--- config.mk ---
export PLATFORM = sky130hd
export DESIGN_NAME = card_grid_flat
export DESIGN_NICKNAME = d
export VERILOG_FILES = /design/src/rtl/card_grid_if.sv /design/src/rtl/card_grid.sv /design/src/flat_wrapper.sv
export SDC_FILE = /design/constraint.sdc
export NUM_CORES = 1
export LEC_CHECK = 0
export CAP_MARGIN = 20
export CELL_PAD_IN_SITES_DETAIL_PLACEMENT = 0
export CELL_PAD_IN_SITES_GLOBAL_PLACEMENT = 1
export CORE_MARGIN = 5
export CORE_UTILIZATION = 31
export CTS_CLUSTER_DIAMETER = 80
export DETAILED_ROUTE_END_ITERATION = 10
export GPL_TIMING_DRIVEN = 0
export PLACE_DENSITY_LB_ADDON = 0.3
export SYNTH_ARGS = -nofsm -noshare
export SYNTH_HDL_FRONTEND = slang
export SYNTH_SLANG_ARGS = --single-unit
--- constraint.sdc ---
create_clock -name clk -period 7.9 [get_ports clk]
set_clock_uncertainty 0.05 [all_clocks]
set_input_delay 1.58 -clock clk [delete_from_list [all_inputs] [get_ports clk]]
set_output_delay 1.58 -clock clk [all_outputs]
set_load 0.1 [all_outputs]
--- src/rtl/card_grid_if.sv ---
// Connection bundle between the card grid and its controller: cursor/button/verdict inputs and display outputs.
// The undo signal exists only when CARD_GRID_UNDO_EN is defined.
interface card_grid_if #(
    parameter int N  = 36,
    parameter int IW = 6
);
    logic          s;
    logic          mf;
    logic          ms;
    logic [N-1:0]  cur_bus;
`ifdef CARD_GRID_UNDO_EN
    logic          undo;
`endif
    logic [N-1:0]  sel_bus;
    logic [N-1:0]  blink_bus;
    logic [N-1:0]  hidden_bus;
    logic          pair_valid;
    logic [IW-1:0] pair_a;
    logic [IW-1:0] pair_b;
    logic          busy;
    logic [IW:0]   remaining;
    logic          all_clear;

`ifdef CARD_GRID_UNDO_EN
    modport master (
        output s, mf, ms, cur_bus, undo,
        input  sel_bus, blink_bus, hidden_bus, pair_valid, pair_a, pair_b, busy, remaining, all_clear
    );
    modport slave (
        input  s, mf, ms, cur_bus, undo,
        output sel_bus, blink_bus, hidden_bus, pair_valid, pair_a, pair_b, busy, remaining, all_clear
    );
`else
    modport master (
        output s, mf, ms, cur_bus,
        input  sel_bus, blink_bus, hidden_bus, pair_valid, pair_a, pair_b, busy, remaining, all_clear
    );
    modport slave (
        input  s, mf, ms, cur_bus,
        output sel_bus, blink_bus, hidden_bus, pair_valid, pair_a, pair_b, busy, remaining, all_clear
    );
`endif
endinterface

--- src/rtl/card_grid.sv ---
// ROWS x COLS card grid: per-card VIS/SEL/BLINK/HID state, pair-selection control and display buses.
// Optional deselect-last-card feature enabled by defining CARD_GRID_UNDO_EN.
module card_grid #(
    parameter int ROWS         = 6,
    parameter int COLS         = 6,
    parameter int BLINK_CYCLES = 64,
    parameter int BLINK_HALF   = 8
) (
    input  logic       clk,
    input  logic       rst,
    card_grid_if.slave bus
);
    localparam int N  = ROWS * COLS;
    localparam int IW = (N > 1) ? $clog2(N) : 1;
    localparam int BW = $clog2(BLINK_CYCLES + 1);
    localparam int HW = (BLINK_HALF > 1) ? $clog2(BLINK_HALF) : 1;

    // Control state doubles as the selection count: IDLE=0, ONE=1, PAIR=2 cards selected.
    typedef enum logic [1:0] {ST_IDLE, ST_ONE, ST_PAIR, ST_BLINK} ctrl_e;

    ctrl_e         r_state;
    logic [N-1:0]  r_sel_bus;
    logic [N-1:0]  r_hid_bus;
    logic [N-1:0]  r_blk_mask;
    logic [N-1:0]  r_blink_bus;
    logic          r_pair_valid;
    logic [IW-1:0] r_pair_a;
    logic [IW-1:0] r_pair_b;
    logic          r_busy;
    logic [IW:0]   r_remaining;
    logic          r_all_clear;
    logic [BW-1:0] r_blink_cnt;
    logic [HW-1:0] r_phase_cnt;
    logic          r_phase;

    logic [IW-1:0] w_cur_idx;
    logic          w_cur_onehot;
    logic          w_cur_vis;
    logic          w_cur_sel;
    logic [N-1:0]  w_a_mask;
    logic [N-1:0]  w_b_mask;
    logic          w_fail;
    logic          w_ok;
    logic          w_undo;
    logic          w_sel;

    // NOTE: default assignment before the loop keeps this purely combinational (no latch).
    always_comb begin
        w_cur_idx = '0;
        for (int i = 0; i < N; i++) begin
            if (bus.cur_bus[i]) w_cur_idx = IW'(i);
        end
    end

    assign w_cur_onehot = (bus.cur_bus != '0) && ((bus.cur_bus & (bus.cur_bus - N'(1))) == '0);
    assign w_cur_vis    = ~|((r_sel_bus | r_hid_bus | r_blk_mask) & bus.cur_bus);
    assign w_cur_sel    = |(r_sel_bus & bus.cur_bus);
    assign w_a_mask     = N'(1) << r_pair_a;
    assign w_b_mask     = N'(1) << r_pair_b;

    // A verdict only counts against a pending pair; mf dominates a simultaneous ms.
    assign w_fail = r_pair_valid & bus.mf;
    assign w_ok   = r_pair_valid & bus.ms & ~bus.mf;

`ifdef CARD_GRID_UNDO_EN
    assign w_undo = bus.undo & ~r_busy & ((r_state == ST_ONE) || (r_state == ST_PAIR)) & ~w_fail & ~w_ok;
`else
    assign w_undo = 1'b0;
`endif

    assign w_sel = bus.s & w_cur_onehot & ~r_busy & ~w_undo;

    // NOTE: sequential state uses non-blocking assignments so every register sees pre-edge values.
    always_ff @(posedge clk) begin
        if (!rst) begin
            r_state      <= ST_IDLE;
            r_sel_bus    <= '0;
            r_hid_bus    <= '0;
            r_blk_mask   <= '0;
            r_blink_bus  <= '0;
            r_pair_valid <= 1'b0;
            r_pair_a     <= '0;
            r_pair_b     <= '0;
            r_busy       <= 1'b0;
            r_remaining  <= (IW+1)'(N);
            r_all_clear  <= 1'b0;
            r_blink_cnt  <= '0;
            r_phase_cnt  <= '0;
            r_phase      <= 1'b0;
        end else begin
            case (r_state)
                ST_IDLE: begin
                    if (w_sel && w_cur_vis) begin
                        r_sel_bus <= r_sel_bus | bus.cur_bus;
                        r_pair_a  <= w_cur_idx;
                        r_state   <= ST_ONE;
                    end
                end
                ST_ONE: begin
                    if (w_undo) begin
                        r_sel_bus <= r_sel_bus & ~w_a_mask;
                        r_state   <= ST_IDLE;
                    end else if (w_sel && w_cur_vis) begin
                        r_sel_bus    <= r_sel_bus | bus.cur_bus;
                        r_pair_b     <= w_cur_idx;
                        r_pair_valid <= 1'b1;
                        r_state      <= ST_PAIR;
                    end else if (w_sel && w_cur_sel) begin
                        r_sel_bus <= r_sel_bus & ~bus.cur_bus;
                        r_state   <= ST_IDLE;
                    end
                end
                ST_PAIR: begin
                    if (w_fail) begin
                        r_sel_bus    <= r_sel_bus & ~(w_a_mask | w_b_mask);
                        r_blk_mask   <= w_a_mask | w_b_mask;
                        r_blink_bus  <= w_a_mask | w_b_mask;
                        r_pair_valid <= 1'b0;
                        r_busy       <= 1'b1;
                        r_blink_cnt  <= '0;
                        r_phase_cnt  <= '0;
                        r_phase      <= 1'b1;
                        r_state      <= ST_BLINK;
                    end else if (w_ok) begin
                        r_sel_bus    <= r_sel_bus & ~(w_a_mask | w_b_mask);
                        r_hid_bus    <= r_hid_bus | w_a_mask | w_b_mask;
                        r_pair_valid <= 1'b0;
                        r_state      <= ST_IDLE;
                        if (r_remaining >= (IW+1)'(2)) begin
                            r_remaining <= r_remaining - (IW+1)'(2);
                            if (r_remaining == (IW+1)'(2)) r_all_clear <= 1'b1;
                        end
                    end else if (w_undo) begin
                        r_sel_bus    <= r_sel_bus & ~w_b_mask;
                        r_pair_valid <= 1'b0;
                        r_state      <= ST_ONE;
                    end
                end
                ST_BLINK: begin
                    if (r_blink_cnt == BW'(BLINK_CYCLES - 1)) begin
                        r_blk_mask  <= '0;
                        r_blink_bus <= '0;
                        r_busy      <= 1'b0;
                        r_phase     <= 1'b0;
                        r_phase_cnt <= '0;
                        r_state     <= ST_IDLE;
                    end else begin
                        r_blink_cnt <= r_blink_cnt + BW'(1);
                        if (r_phase_cnt == HW'(BLINK_HALF - 1)) begin
                            r_phase_cnt <= '0;
                            r_phase     <= ~r_phase;
                            r_blink_bus <= r_phase ? '0 : r_blk_mask;
                        end else begin
                            r_phase_cnt <= r_phase_cnt + HW'(1);
                        end
                    end
                end
                default: r_state <= ST_IDLE;
            endcase
        end
    end

    assign bus.sel_bus    = r_sel_bus;
    assign bus.blink_bus  = r_blink_bus;
    assign bus.hidden_bus = r_hid_bus;
    assign bus.pair_valid = r_pair_valid;
    assign bus.pair_a     = r_pair_a;
    assign bus.pair_b     = r_pair_b;
    assign bus.busy       = r_busy;
    assign bus.remaining  = r_remaining;
    assign bus.all_clear  = r_all_clear;
endmodule
--- src/flat_wrapper.sv ---
// flat-port wrapper written by rule: the top's interface ports become plain ports
module card_grid_flat 
#(
    parameter int ROWS         = 6,
    parameter int COLS         = 6,
    parameter int BLINK_CYCLES = 64,
    parameter int BLINK_HALF   = 8
)
  (clk, rst, bus_s, bus_mf, bus_ms, bus_cur_bus, bus_sel_bus, bus_blink_bus, bus_hidden_bus, bus_pair_valid, bus_pair_a, bus_pair_b, bus_busy, bus_remaining, bus_all_clear);
  card_grid_if bus_i ();
  input  logic clk;
  input  logic rst;
  input wire logic [$bits(bus_i.s)-1:0] bus_s;
  input wire logic [$bits(bus_i.mf)-1:0] bus_mf;
  input wire logic [$bits(bus_i.ms)-1:0] bus_ms;
  input wire logic [$bits(bus_i.cur_bus)-1:0] bus_cur_bus;
  output wire logic [$bits(bus_i.sel_bus)-1:0] bus_sel_bus;
  output wire logic [$bits(bus_i.blink_bus)-1:0] bus_blink_bus;
  output wire logic [$bits(bus_i.hidden_bus)-1:0] bus_hidden_bus;
  output wire logic [$bits(bus_i.pair_valid)-1:0] bus_pair_valid;
  output wire logic [$bits(bus_i.pair_a)-1:0] bus_pair_a;
  output wire logic [$bits(bus_i.pair_b)-1:0] bus_pair_b;
  output wire logic [$bits(bus_i.busy)-1:0] bus_busy;
  output wire logic [$bits(bus_i.remaining)-1:0] bus_remaining;
  output wire logic [$bits(bus_i.all_clear)-1:0] bus_all_clear;
  assign bus_i.s = bus_s;
  assign bus_i.mf = bus_mf;
  assign bus_i.ms = bus_ms;
  assign bus_i.cur_bus = bus_cur_bus;
  assign bus_sel_bus = bus_i.sel_bus;
  assign bus_blink_bus = bus_i.blink_bus;
  assign bus_hidden_bus = bus_i.hidden_bus;
  assign bus_pair_valid = bus_i.pair_valid;
  assign bus_pair_a = bus_i.pair_a;
  assign bus_pair_b = bus_i.pair_b;
  assign bus_busy = bus_i.busy;
  assign bus_remaining = bus_i.remaining;
  assign bus_all_clear = bus_i.all_clear;
  card_grid #(.ROWS(ROWS), .COLS(COLS), .BLINK_CYCLES(BLINK_CYCLES), .BLINK_HALF(BLINK_HALF)) u_core (.clk(clk), .rst(rst), .bus(bus_i));
endmodule
* Word level (Yosys, flattened, before mapping)
Cells that the tools add are included.
Storage, ports and cells: input port bits 41, logic and storage cells 153, output and inout port bits 130, register bits 179
Cells by class: $lt $le $gt $ge 1, reduce and logical (&&, ||, !) cells 24, shift operators 2, muxes and demuxes 72, bitwise operators 22, equality and inequality tests 14, add/sub/neg operators 4
Operators with widths (count):
- 36-bit 2-to-1 mux | 10
- 36-bit OR | 6
- 6-bit 2-to-1 mux | 34
- 36-bit bitwise AND | 5
- 36-bit case mux with 2 select lines | 2
- 36-bit case mux with 3 select lines | 1
- 36-bit inverter | 2
- 36-bit OR reduction | 2
- 1-bit by 6-bit << shifter with 36-bit output (first input constant) | 2
- 36-bit logical NOT | 1
- 36-bit nonzero test | 1
- 36-bit by 1-bit subtractor with 36-bit output (second input constant) | 1
- 3-bit AND reduction | 5
- 7-bit 2-to-1 mux | 2
- 7-bit case mux with 2 select lines | 1
- 2-bit 2-to-1 mux | 6
- 4-bit AND reduction | 3
- 3-bit 2-to-1 mux | 3
- 3-bit by 1-bit != test with 1-bit output (second input constant) | 3
- 1-bit 2-to-1 mux | 8
- 2-bit by 1-bit != test with 1-bit output (second input constant) | 4
- 2-bit case mux with 4 select lines | 1
- 7-bit by 1-bit adder with 7-bit output (second input constant) | 1
- 7-bit by 2-bit == test with 1-bit output (second input constant) | 1
- other kinds (19) | 34

* Logic depth before layout (Yosys ltp)
depth after elaboration 35, mapped depth 11, mapped depth without buffers 9

* Worst setup path before layout
OpenSTA, ideal clock, no wires.
path type input to register, start point input port bus_cur_bus[2], end point register u_core.r_state[1], stages on the path 9, arrival time 4.495 ns, buffers on the path 1, setup slack 3.271 ns, setup time 0.084 ns, data required time 7.766 ns, path through buf_6 > or4_4 > or4_4 > a2111oi_4 > nand3_1 > or4_4 > or4b_4 > a21o_1 > o31ai_2
On the way: word-level cells in the longest chain between the ends 9, elaborated cells on any way between the ends 19, those cells by class add/sub (1); eq/ne (2); mux (2); bitwise (5); reduce/logical (9)
Ends and longest elaborated chain:
- start: declaration | RTL line flat_wrapper.sv:16 | input wire logic [$bits(bus_i.cur_bus)-1:0] bus_cur_bus;
- 36-bit by 1-bit subtractor with 36-bit output | RTL line card_grid.sv:55 | assign w_cur_onehot = (bus.cur_bus != '0) && ((bus.cur_bus & (bus.cur_bus - N'(1))) == '0);
- 36-bit bitwise AND | RTL line card_grid.sv:55
- 36-bit logical NOT | RTL line card_grid.sv:55
- 1-bit logical AND | RTL line card_grid.sv:55
- 1-bit bitwise AND (2 in a row) | RTL line card_grid.sv:71 | assign w_sel = bus.s & w_cur_onehot & ~r_busy & ~w_undo;
- 1-bit logical AND (on tied branches) | RTL line card_grid.sv:108, card_grid.sv:93, card_grid.sv:103
- 3-bit by 1-bit != test with 1-bit output (no source line) (tied with other cells)
- 4-bit AND reduction (no source line) or 2-bit case mux with 4 select lines (tied branches)
- end signal: assignment | RTL line card_grid.sv:76 | r_state <= ST_IDLE;
- end signal: assignment | RTL line card_grid.sv:107 | r_state <= ST_PAIR;
- end signal: assignment | RTL line card_grid.sv:110 | r_state <= ST_IDLE;
- end: declaration | RTL line card_grid.sv:21 | ctrl_e r_state;
Parallel ways exist; a longest one is shown, timed or not. A chain may end at the register's enable or synchronous reset.

* Final worst setup path
start point input port bus_cur_bus[21], end point register u_core.r_sel_bus[23], in the netlist u_core.bus.sel_bus[23]
On the way: word-level cells in the longest chain between the ends 9, elaborated cells on any way between the ends 19, those cells by class add/sub (1); eq/ne (2); mux (2); bitwise (5); reduce/logical (9)
Ends and longest elaborated chain:
- 36-bit by 1-bit subtractor with 36-bit output | RTL line card_grid.sv:55
- 36-bit bitwise AND | RTL line card_grid.sv:55
- 36-bit logical NOT | RTL line card_grid.sv:55
- 1-bit logical AND | RTL line card_grid.sv:55
- 1-bit bitwise AND (2 in a row) | RTL line card_grid.sv:71
- 1-bit logical AND (on tied branches) | RTL line card_grid.sv:108, card_grid.sv:93, card_grid.sv:103
- 3-bit by 1-bit != test with 1-bit output (no source line) (tied with other cells)
- 4-bit AND reduction (no source line) or 36-bit case mux with 3 select lines (tied branches)
- end signal: assignment | RTL line card_grid.sv:104 | r_sel_bus <= r_sel_bus | bus.cur_bus;
- end signal: assignment | RTL line card_grid.sv:109 | r_sel_bus <= r_sel_bus & ~bus.cur_bus;
- end signal: assignment | RTL line card_grid.sv:115 | r_sel_bus <= r_sel_bus & ~(w_a_mask | w_b_mask);
- end: declaration | RTL line card_grid.sv:22 | logic [N-1:0] r_sel_bus;
Parallel ways exist; a longest one is shown, timed or not.

==> flow_summary.ini <==
[power]
ir_drop_mv = 0.140
p_leak_nw = 4.29
p_total_w = 0.00191
p_per_area_nw_per_um2 = 153

[worst_setup_path]
crit_path_start_kind = input pin
worstPathMaxFanout = 10
critPathArrivalTime_ns = 5.82
path_cells = clkdlybuf4s50_1 -> nor4_1 -> nand4_1 -> o41ai_2 -> o21ai_0 -> or4_4 -> nor2_1 -> a31oi_1 -> clkbuf_1 -> a32o_1
critPathMaxStageDelay_ns = 0.72
cp_top_family = simple AND/OR/NAND/NOR gates
rr_worst_depth = 10
slowest_stage = nor4_1
r2r-end = u_core.bus.sel_bus[17]
path_class = in -> reg
r2r_setup_slack_ns = 3.98
critPathBufInv = 2
end_kind = register
reg2reg_from = u_core.bus.hidden_bus[4]
cp.required_ns = 8.19

[clock_network]
cts_setup_buffers = 0
clkSlewWorstSetupHoldPaths_ns = 0.08
clk-insertion-delay-late_ns = 0.44
cts_made_buffers = 17
cts_root_buf = clkbuf_16
cts.sinks = 178
cts_resized = 0
htree_levels = 4
postCtsHoldBufs = 0
cts_buffer_depth = 2
cts_tree = built

[global_route]
grt_max_degree = 18
grt_pass1_wl_um = 69900
use_met1 = 0.348
antenna_found_initial = 2
grt_busiest_layer = met2
gr-usage-met2 = 0.409
met3_usage = 0.0606
grt_usage = 0.258
grt_overflow = 0
first_global_vias = 10722

[finish]
syn2layout_area_growth_pct = 26.2
nFillCells = 3339
final_common_cell = nor2_1
drive_above_1_share = 0.0786
finalNonFillerCells = 1878
fin_nets = 1513
design_area_um2 = 12500
final_cell_mix = nor2_1 (208), dfxtp_1 (178), clkdlybuf4s50_1 (150)
multi_input_area_um2 = 5670
register_area_um2 = 3560

[timing]
period_share = 0.700
finalHoldViolations = 0
max_freq_mhz = 181
finalMaxSlewViolations = 0
setup_violations = 0
relSlewSlack = 0.299
worst_pin_slew_ns = 1.02
rsz0062_at_grt = false
setup_tns_ns = 0
finalCriticalPeriod_ns = 5.53

[floorplan]
core_um2 = 31600
die_y_um = 189
die_x_um = 189
die_area_um2 = 35700
ios = 171
rows = 65
start_util = 0.314

[synthesis]
synth_edf_count = 0
netlist_instances = 1292
yosysWarnings = 0
synth_cell_types = 79
ys_seq_area_frac = 0.359
syn_nets = 1343
ys_ff_latch = 178
yosys.area.top_type = dfxtp_1
syn_area_per_cell_um2 = 7.67
synth_area_leaders = dfxtp_1 (36%), nor2_1 (7.9%), a21oi_1 (6.0%)
synth_ff_type = dfxtp_1
syn_area_um2 = 9910
synthArstFlopShare = 0
synth_top_area_share = 0.359

[place]
place.gp.congestion = 0.969
placed_area_um2 = 11900
portBuffers = 150
hpwl_um = 36900
dp.cells = 1844

[detailed_routing]
drt_iter0_markers = 1252
routed_wl_um = 47200
ant_nets = 0
wl_per_cell_um = 25.1
vias = 11008
via_per_inst = 5.86
drc = 0
drt_pass1_iterations = 7

[outcome]
outcome = finished, final reports clean

[hold_path]
hp-class = reg -> reg
holdPathEnd = u_core.r_blk_mask[4]
hold_depth = 2
hp-start = u_core.r_blk_mask[4]

[flow_run]
cap_violations = 0
stage by stage:
step / hold WS, ns / setup WS (ns) / util
floorplan: 0.394 / 3.27 / -
global placement: 0.405 / 1.65 / 0.378
detailed placement: 0.413 / 1.69 / 0.378
CTS: 0.424 / 2.14 / 0.396
global route: 0.451 / 2.16 / 0.396
finish: 0.427 / 2.37 / 0.397
synthesized netlist by cell type (6+ instances only):
| cell type | instances |
|---|---|
| nor2_1 | 208 |
| dfxtp_1 | 178 |
| a21oi_1 | 118 |
| nand2_1 | 88 |
| o21ai_0 | 80 |
| clkbuf_1 | 75 |
| nand3_1 | 52 |
| inv_1 | 47 |
| a31oi_1 | 40 |
| a22oi_1 | 39 |
| o211ai_1 | 38 |
| or2_2 | 38 |
| a32o_1 | 36 |
| nor3_1 | 24 |
| nand4_1 | 21 |
| a211oi_1 | 14 |
| buf_2 | 13 |
| nor2b_1 | 13 |
| nor4_1 | 13 |
| ha_1 | 10 |
| mux2i_1 | 9 |
| a32oi_1 | 8 |
| and2_1 | 8 |
| nand2b_1 | 8 |
| a2111oi_0 | 6 |
| xnor2_1 | 6 |
power by group:
| part | leakage [nW] | total [W] | internal, W | switching, W |
|---|---|---|---|---|
| registers | 1.43 | 0.000896 | 0.000896 | 0.000000000000348 |
| logic | 2.58 | 0.000134 | 0.0000405 | 0.0000934 |
| clock network | 0.276 | 0.000885 | 0.000450 | 0.000435 |
cell type report:
cell class,count,share of cell area
Buffer,102,0.0406
Multi-Input combinational cell,965,0.453
Inverter,47,0.0141
Tap cell,402,0.0402
Timing Repair Buffer,151,0.121
Clock buffer,19,0.0346
Clock inverter,13,0.0118
Sequential cell,178,0.285
Antenna cell,1,0.000200
registers in the layout, summed over array words and instances (netlist names):
signal	cells
u_core.r_phase	1
u_core.bus.blink_bus	36
u_core.bus.sel_bus	36
u_core.bus.hidden_bus	36
u_core.r_state	2
u_core.bus.pair_a	6
u_core.r_blink_cnt	7
u_core.bus.pair_valid	1
u_core.bus.busy	1
u_core.bus.all_clear	1
u_core.r_phase_cnt	3
u_core.r_blk_mask	36
u_core.bus.pair_b	6
u_core.bus.remaining	6
cell families (layout without fill, tap and decap cells):
| group | Yosys count | in the layout | synth area share |
|---|---|---|---|
| simple gates | 504 | 504 | 0.250 |
| fa+ha+maj | 13 | 13 | 0.0157 |
| mux | 10 | 10 | 0.0102 |
| xor+xnor | 9 | 9 | 0.00795 |
| buf+inv | 149 | 332 | 0.0690 |
| other cells | 1 | 2 | 0.000378 |
| flops | 178 | 178 | 0.359 |
| compound gates | 428 | 428 | 0.288 |
metal layers:
metal	share of wire	up-vias
met4	0.029	0
li1	-	5056
met2	0.45	555
met3	0.083	81
met5	0	-
met1	0.44	5316
worst register-to-register path: stages, from the launching register on:
cell and delay [ns]:
dfxtp_1 0.33, o21ai_0 0.67, nand4_1 0.34, nor4_1 0.39, nand3_1 0.20, nor3_1 0.33, clkbuf_1 0.50, clkbuf_1 0.43
a31oi_1 0.16, o211ai_1 0.28, a32o_1 0.21
worst max-delay path by stage:
stage,startpoint,to,slack (ns),cells past startpoint
2_1_floorplan,bus_cur_bus[2],u_core.r_state[1],3.27,9
3_3_place_gp,bus_cur_bus[0],u_core.bus.sel_bus[17],1.65,11
3_5_place_dp,bus_cur_bus[0],u_core.bus.sel_bus[17],1.69,11
4_1_cts,bus_cur_bus[0],u_core.bus.sel_bus[17],2.14,11
5_1_grt,bus_cur_bus[20],u_core.bus.sel_bus[16],2.16,10
6_report,bus_cur_bus[21],u_core.bus.sel_bus[23],2.37,10
Note: power is estimated with default switching activity, not from simulation.
==> RTL change, RTL diff (same settings) <==
`BLINK_CYCLES` is set to 64 in 2 places; all go to 128.
--- a/src/rtl/card_grid.sv
+++ b/src/rtl/card_grid.sv
@@ -3,7 +3,7 @@
 module card_grid #(
     parameter int ROWS         = 6,
     parameter int COLS         = 6,
-    parameter int BLINK_CYCLES = 64,
+    parameter int BLINK_CYCLES = 128,
     parameter int BLINK_HALF   = 8
 ) (
     input  logic       clk,
--- a/src/flat_wrapper.sv
+++ b/src/flat_wrapper.sv
@@ -3,7 +3,7 @@
 #(
     parameter int ROWS         = 6,
     parameter int COLS         = 6,
-    parameter int BLINK_CYCLES = 64,
+    parameter int BLINK_CYCLES = 128,
     parameter int BLINK_HALF   = 8
 )
   (clk, rst, bus_s, bus_mf, bus_ms, bus_cur_bus, bus_sel_bus, bus_blink_bus, bus_hidden_bus, bus_pair_valid, bus_pair_a, bus_pair_b, bus_busy, bus_remaining, bus_all_clear);
Function: same outputs for any inputs over 4 cycles, from zero or initial values and one cycle with rst low; that may be too few to reach the edited logic, so the function may still have changed.
==> RTL change against the unedited design <==
- critical endpoint is now u_core.bus.sel_bus[33]$_SDFFE_PN0P_
- sequential cell count increased by 1
- sequential share of layout area is 1.4 points higher
- cell area is 4.1% lower
- highest routed layer is now met5
- critical path type unchanged
- largest cell class unchanged
- area after synthesis fell by 4.6%
- wire length grew 0.68%
- cell count fell by 5.5%
- non-clock buffer count shrank 4
- utilization down 0.10 points
- setup slack got worse by 0.66 ns
Power is not compared: it rests on default switching activity, and its combinational part moved more than twofold at a synthesized area within 25%.
==> RTL change: results (changes against the unedited design) <==
** Synthesis
- Synth warn :: 0 (unchanged)
- The most used flip-flop cell after synthesis is dfxtp_1 (unchanged).
- The post-synthesis sequential area ratio was 0.379 (was 0.359).
- Synthesized net count :: 1250 (was 1343)
- The share of flip-flops with an asynchronous set or reset after synthesis came to 0 (unchanged).
- Commonest cells post-synth :: nor2_1 (201), dfxtp_1 (179), a21oi_1 (100), a22oi_1 (89), clkbuf_1 (88) (was nor2_1 (208), dfxtp_1 (178), a21oi_1 (118), nand2_1 (88), o21ai_0 (80))
- Cells taking the most area after synthesis: dfxtp_1 (38%), nor2_1 (8.0%), a22oi_1 (7.1%) (was dfxtp_1 (36%), nor2_1 (7.9%), a21oi_1 (6.0%)).
- The number of flops mapped to enable cells by yosys is 0 (unchanged).
- Synth unique cells :: 72 (was 79)

** Clocking
- Post-cts resize count :: 0 (unchanged)
- The clock latency of the later-clocked register in the worst-skew pair came to 0.46 ns (was 0.44 ns).
- The H-tree depth was 4 (unchanged).
- The clock root buffer master was clkbuf_16 (unchanged).
- Setup Fix Bufs, Post-CTS :: 0 (unchanged)
- Buffer depth of the longest clock path :: 2 (unchanged)
- Clock-pin slew of the registers on the worst-case setup and hold paths :: 0.07 ns

** Critical path
- Crit path from :: bus_cur_bus[30] (was bus_cur_bus[21])
- The critical path's largest stage delay is 0.93 ns (was 0.72 ns).
- The launch instance of the worst register-to-register path is u_core.bus.hidden_bus[25]$_SDFFE_PN0P_ (was u_core.bus.hidden_bus[4]$_SDFFE_PN0P_).
- The highest fanout seen on the critical path came to 10 (unchanged).
- Arrival time of the worst setup path :: 6.44 ns (was 5.82 ns)
- The cell with the biggest individual delay on the critical path is a2111oi_4 (was nor4_1).

** Power
- IR analysis of the VDD net gives a maximum drop of 148 µV.

** Outcome
- Result of the run: finished clean (unchanged).

** Min path
- Worst Hold Launch :: u_core.r_phase_cnt[2]$_SDFFE_PN0P_ (was u_core.r_blk_mask[4]$_SDFFE_PN0P_)
- Worst Hold Class :: flop to flop (unchanged)

** Routing
- Total iterations of the first detailed-routing run :: 6 (was 7)
- The number of design-rule violations left by the first detailed-router iteration is 1198 (was 1252).
- The via count of the routed design was 10691 (was 11008).
- The per-cell routed wire length is 26.8 µm (was 25.1 µm).

** Global route
- Pin count of the biggest net entering global routing :: 19 (was 18)
- Number of global-route vias before repair :: 10230 (was 10722)
- Initial antenna violation count :: 1 (was 2)
- The global-route wire length before repair was 68300 µm (was 69900 µm).
- The total global-route track usage is 0.272 (was 0.258).

** Layout
- Proportion of layout cells with a drive suffix above 1 :: 0.0450 (was 0.0786)
- Final layout net count :: 1416 (was 1513)
- Total inserted antenna cells :: 0 (was 1)
- The fill cell total of the finished layout came to 3176 (was 3339).

** Timing
- The headroom to the max-slew limit was 0.321 (was 0.299).

** Placement
- The total of buffers placed on input and output ports came to 147 (was 150).
- Weighted congestion at the end of routability-driven global placement :: 0.962 (was 0.969)
- The HPWL after detailed placement came to 37100 µm (was 36900 µm).
==> RTL change: cell count changes after synthesis, sizes merged, moves of 18 or more <==
cell / unedited run / this run
o21ai: 81 / 54
a21oi: 118 / 100
a32o: 36 / 0
o211ai: 38 / 6
a211oi: 14 / 74
nand2: 88 / 62
a31oi: 40 / 7
a22oi: 39 / 89
or2: 39 / 4
a32oi: 8 / 33
nand3: 52 / 21
o22ai: 3 / 33
==> RTL change: report_power, final <==
part	total, mW	switching (mW)	internal, mW
registers	0.931	0.0185	0.913
logic	0.290	0.220	0.0696
clock network	0.867	0.439	0.427
total	2.09	0.678	1.41
==> RTL change: area by class of cell <==
| class | count | area [µm²] | share of cell area |
|---|---|---|---|
| buffer | 102 | 415 | 0.0346 |
| sequential | 179 | 3580 | 0.299 |
| multi-input combinational | 879 | 5310 | 0.443 |
| inverter | 39 | 146 | 0.0122 |
| clock buffer | 18 | 439 | 0.0366 |
| clock inverter | 14 | 140 | 0.0117 |
| timing repair buffer | 147 | 1470 | 0.123 |
| tap | 396 | 495 | 0.0413 |
==> RTL change: critical path: cells and delay by family <==
kind | cells | cell delay [ns]
AND/OR/NAND/NOR | 5 | 2.34
AO/OA/AOI/OAI | 3 | 1.58
buffers and inverters | 2 | 0.93
==> RTL change: per-layer routing <==
layer / wire, µm / vias to the layer above / track usage
met4: 1550 / 2 / 0.0875
met1: 20200 / 5204 / 0.370
met5: 9 / - / 0
met3: 4800 / 82 / 0.0772
met2: 21000 / 561 / 0.417
li1: - / 4842 / -
==> RTL change: through the flow <==
stage	setup slack (ns)	total power, mW	area [µm²]	cells	hold slack, ns
floorplan	3.14	1.13	9460	1199	0.386
global placement	1.30	1.24	11400	1742	0.394
detailed placement	1.45	1.24	11400	1742	0.401
CTS	1.90	2.09	12000	1774	0.410
global route	1.52	2.14	12000	1774	0.436
finish	1.71	2.09	12000	1774	0.409
==> RTL change: cell families after synthesis <==
| kind of cell | after synthesis | synth area share |
|---|---|---|
| other cells | 1 | 0.000396 |
| compound gates | 451 | 0.330 |
| fa+ha+maj | 10 | 0.0132 |
| simple gates | 399 | 0.201 |
| xor+xnor | 10 | 0.00926 |
| flops | 179 | 0.379 |
| buf+inv | 141 | 0.0594 |
| mux | 8 | 0.00847 |
==> RTL change: worst paths after layout <==
check / end / slack [ns] / cells after the start
worst max register to register: u_core.bus.sel_bus[33]$_SDFFE_PN0P_ / 4.08 / 9
worst max-delay path: u_core.bus.sel_bus[33]$_SDFFE_PN0P_ / 1.71 / 10
worst min-delay path: u_core.r_phase_cnt[2]$_SDFFE_PN0P_ / 0.41 / 2
worst min register to register: u_core.r_phase_cnt[2]$_SDFFE_PN0P_ / 0.41 / 2
